<file path="config.mk">
export PLATFORM = sky130hd
export DESIGN_NAME = instruction_fetch
export DESIGN_NICKNAME = d
export VERILOG_FILES = /design/src/rtl/instruction_fetch.sv
export SDC_FILE = /design/constraint.sdc
export NUM_CORES = 1
export LEC_CHECK = 0
export CORE_ASPECT_RATIO = 2
export CORE_MARGIN = 3
export CORE_UTILIZATION = 25
export CTS_CLUSTER_DIAMETER = 60
export DETAILED_ROUTE_END_ITERATION = 10
export GPL_ROUTABILITY_DRIVEN = 0
export SLEW_MARGIN = 0
export SYNTH_ARGS = -nofsm -noshare
export SYNTH_HDL_FRONTEND = slang
export SYNTH_SLANG_ARGS = --single-unit
</file>
<file path="constraint.sdc">
create_clock -name clk -period 1.5 [get_ports clk]
set_input_delay 0.225 -clock clk [delete_from_list [all_inputs] [get_ports clk]]
set_output_delay 0.225 -clock clk [all_outputs]
set_load 0.02 [all_outputs]
</file>
<file path="src/rtl/instruction_fetch.sv">
// Multi-cycle fetch stage: reads one word at PC into IR, then PC += 2.
// Optional fetch watchdog enabled by defining FETCH_TIMEOUT_EN.
module instruction_fetch #(
    parameter int               WORD           = 16,
    parameter logic [WORD-1:0]  RESET_PC       = '0,
    parameter int               TIMEOUT_CYCLES = 16
) (
    input  logic            clk,
    input  logic            rst,
    input  logic            fetch_req,
    input  logic            pc_load,
    input  logic [WORD-1:0] pc_load_val,
    output logic [WORD-1:0] mem_addr,
    output logic            mem_rd,
    input  logic            mem_ack,
    input  logic [WORD-1:0] mem_rdata,
    output logic [WORD-1:0] inst,
    output logic            inst_valid,
    output logic [WORD-1:0] pc,
    output logic            busy,
    output logic            fetch_fault
);

    typedef enum logic {
        IDLE  = 1'b0,
        FETCH = 1'b1
    } state_e;

    if (RESET_PC[0] != 1'b0) begin : g_bad_pc
        $error("RESET_PC must be halfword aligned");
    end
    if (TIMEOUT_CYCLES < 1) begin : g_bad_to
        $error("TIMEOUT_CYCLES must be at least 1");
    end

    state_e          state_q, state_d;
    logic [WORD-1:0] pc_q, pc_d;
    logic [WORD-1:0] inst_q, inst_d;
    logic            valid_q, valid_d;

`ifdef FETCH_TIMEOUT_EN
    localparam int CW = 16;
    logic [CW-1:0] cnt_q, cnt_d;
    logic          fault_q, fault_d;
`endif

    always_comb begin
        state_d = state_q;
        pc_d    = pc_q;
        inst_d  = inst_q;
        valid_d = 1'b0;
`ifdef FETCH_TIMEOUT_EN
        cnt_d   = cnt_q;
        fault_d = 1'b0;
`endif
        unique case (state_q)
            IDLE: begin
`ifdef FETCH_TIMEOUT_EN
                cnt_d = '0;
`endif
                if (pc_load) begin
                    pc_d = {pc_load_val[WORD-1:1], 1'b0};
                end
                if (fetch_req) begin
                    state_d = FETCH;
                end
            end
            FETCH: begin
                if (mem_ack) begin
                    inst_d  = mem_rdata;
                    pc_d    = pc_q + WORD'(2);
                    valid_d = 1'b1;
                    state_d = IDLE;
                end
`ifdef FETCH_TIMEOUT_EN
                // An ack in the expiry cycle takes priority over the fault.
                else if (cnt_q == CW'(TIMEOUT_CYCLES - 1)) begin
                    fault_d = 1'b1;
                    state_d = IDLE;
                end else begin
                    cnt_d = cnt_q + CW'(1);
                end
`endif
            end
            default: state_d = IDLE;
        endcase
    end

    always_ff @(posedge clk) begin
        if (rst) begin
            state_q <= IDLE;
            pc_q    <= RESET_PC;
            inst_q  <= '0;
            valid_q <= 1'b0;
`ifdef FETCH_TIMEOUT_EN
            cnt_q   <= '0;
            fault_q <= 1'b0;
`endif
        end else begin
            state_q <= state_d;
            pc_q    <= pc_d;
            inst_q  <= inst_d;
            valid_q <= valid_d;
`ifdef FETCH_TIMEOUT_EN
            cnt_q   <= cnt_d;
            fault_q <= fault_d;
`endif
        end
    end

    assign mem_addr   = pc_q;
    assign pc         = pc_q;
    assign inst       = inst_q;
    assign inst_valid = valid_q;
    assign mem_rd     = (state_q == FETCH);
    assign busy       = (state_q == FETCH);
`ifdef FETCH_TIMEOUT_EN
    assign fetch_fault = fault_q;
`else
    assign fetch_fault = 1'b0;
`endif

endmodule

</file>
==> results.json <==
{
  "avgSynthCellArea_um2": 8.306,
  "clock_sinks": 33,
  "path_buf_inv": 1,
  "synth-edff-count": 0,
  "htree_levels": 2,
  "ys.flop_type": "dfxtp_1",
  "async_reset_ff_share_pct": 0,
  "switchingPower_uw": 755.0,
  "dp.cells": 379,
  "seqPwrFrac_pct": 35.3,
  "swShare_pct": 27.03,
  "grt_max_degree": 14,
  "final_cells": 389,
  "crit_required_ns": 1.27,
  "cts_buffer_depth": 2,
  "finalPower_uw": 2793,
  "grt_overflow": 0,
  "ys_seq_area_share_pct": 37.88,
  "ioPinCount": 89,
  "fin_area_um2": 2875,
  "netlist_instances": 210,
  "drt_wl_total_um": 5471,
  "first_pass_iters": 4,
  "tritoncts": "built",
  "crit_slowest_cell": "clkdlybuf4s50_1",
  "setup_slack_ns": 0.04794,
  "path_class": "reg2out",
  "rsz0062_at_grt": "false",
  "critical-path-top-delay-family": "buffers and inverters",
  "start_kind": "register",
  "grt_pass1_vias": 1735,
  "cts_buffers": 5,
  "synth.area.top_cells": "dfxtp_1 (38%), buf_4 (9.0%), nand2_1 (8.6%)",
  "leakage_uw": 0.001307,
  "cts_root_buf": "clkbuf_16",
  "antenna_found_initial": 0,
  "startpoint": "inst[11]",
  "p_clk_share_pct": 43.5,
  "timing.hold.ws_ns": 0.4517,
  "regToRegSetupSlack_ns": 0.08,
  "path_max_fanout": 2,
  "drcViolationCount": 0,
  "grt_pass1_wl_um": 8362,
  "drt_iter0_markers": 82,
  "hold_viol": 0,
  "fmax_ghz": 0.6887,
  "hp-class": "reg2reg",
  "max_cap_viol_count": 0,
  "synth_warnings": 0,
  "track_usage_pct": 13.58,
  "setup_viol": 0,
  "routedWlPerCell_um": 14.06,
  "core_um2": 6674,
  "fin_crit_ns": 1.452,
  "comb_power_share_pct": 21.1,
  "path_clk_slew_ns": 0.06,
  "arrival_ns": 1.23,
  "p_per_area_nw_per_um2": 971.5,
  "synth_largest_area_cell": "dfxtp_1",
  "die-area_um2": 8076,
  "nNetsFinal": 338,
  "ys_seq_elements": 33,
  "rows": 42,
  "ys_types": 44,
  "dp_hpwl_um": 4292,
  "die_width_um": 65.06,
  "synth_top_area_share_pct": 37.88,
  "start_util_pct": 26.13,
  "antenna_cells": 0,
  "peakVddDrop_uv": 662.4,
  "slowest_delay_ns": 0.62,
  "skew_ns": 0.005027,
  "n_fill_cell": 711,
  "drive_above_1_share_pct": 17.28,
  "insertion_delay_ns": 0.28,
  "yosysMostFrequentCell": "nand2_1",
  "outcome": "finished, final reports clean",
  "dieHeight_um": 124.1,
  "path_cells": "clkdlybuf4s50_1",
  "io_buffers": 84,
  "synth_top_cells_by_count": "nand2_1 (40), dfxtp_1 (33), buf_4 (21)",
  "num_vias": 1796,
  "vias_per_cell": 4.617,
  "hp-start": "inst[13]",
  "syn2layout_area_growth_pct": 64.85,
  "end_kind": "output port",
  "report.final.slew_viol_count": 0,
  "worstReg2RegStart": "mem_addr[1]",
  "netlist_area_um2": 1744,
  "p_int_uw": 2038,
  "fin_crit_sh_pct": 96.80,
  "ant_nets": 0,
  "preCtsSetupSlack_ns": -0.1120,
  "hold_buffers": 0,
  "dpl-instance-area_um2": 2689
}
## sequential cells by signal, indices dropped and copies added, names as in the netlist
signal,cells
inst_valid,1
inst,16
busy,1
mem_addr,15
## layout by cell type, fill, tap and decap left out, types with 2 or more instances in the layout
cell	instances
mux2i_1	8
a22oi_1	2
inv_1	2
nor2_1	13
a221oi_2	2
a311oi_1	2
o22ai_1	5
dlygate4sd2_1	28
a21oi_1	17
and4_1	3
and4_4	2
a31oi_1	2
nand4_1	6
nand2b_1	2
o21ai_0	2
xor2_1	2
conb_1	3
clkbuf_16	7
nand2_1	40
dfxtp_4	2
nand4_2	2
dlymetal6s2s_1	5
clkdlybuf4s50_1	51
nand3_1	4
and2_1	2
buf_4	31
a221oi_1	4
nor3_1	4
dfxtp_1	30
## through the flow
stage	setup TNS (ns)	util [%]
3_5_place_dp	-1.121	40.29
3_3_place_gp	-0.6160	40.29
4_1_cts	0	42.48
5_1_grt	0	43.08
2_1_floorplan	0	-
6_report	0	43.08
## worst paths after layout
| path | endpoint | cells after the start |
|---|---|---|
| max | inst[11] | 1 |
| min | inst[13] | 2 |
| max reg2reg | mem_addr[11] | 5 |
| min reg2reg | inst[13] | 2 |
## power groups by stage
stage	logic [uW]	registers, uW	clock network (uW)
detailed placement	635	1010	0
global placement	631	1010	0
global route	635	998	1280
floorplan	271	1060	0
CTS	597	988	1240
finish	591	987	1220
## cells by family after synthesis
family,after synthesis,synth area share [%]
flops,33,37.88
mux,8,4.591
simple gates,84,23.89
compound gates,44,17.15
other cells,1,0.2150
fa+ha+maj,1,0.7172
xor+xnor,2,1.004
buf+inv,37,14.56
## what timing repair did
action	in CTS	in global routing
pin swaps	0	1
buffers inserted	0	2
endpoints found under the setup margin	29	6
gates resized for setup	29	5
cloned	0	0
## area by class of cell
cell class	instances	area (um2)	share of cell area, %
Sequential cell	33	669.4	23.28
Timing Repair Buffer	116	1071	37.25
Multi-Input combinational cell	142	837.1	29.11
Tap cell	88	110.1	3.829
Clock inverter	1	5.005	0.1741
Clock buffer	7	175.2	6.092
Inverter	2	7.507	0.2611
## layer usage
layer | global-route usage, % | vias up | part of all wire (%)
li1 | - | 893 | -
met1 | 12.60 | 838 | 34
met2 | 26.56 | 55 | 58
met3 | 3.069 | 10 | 5.0
met4 | 7.273 | 0 | 2.6
met5 | 0 | - | 0
Note: power is estimated with default switching activity, not from simulation.
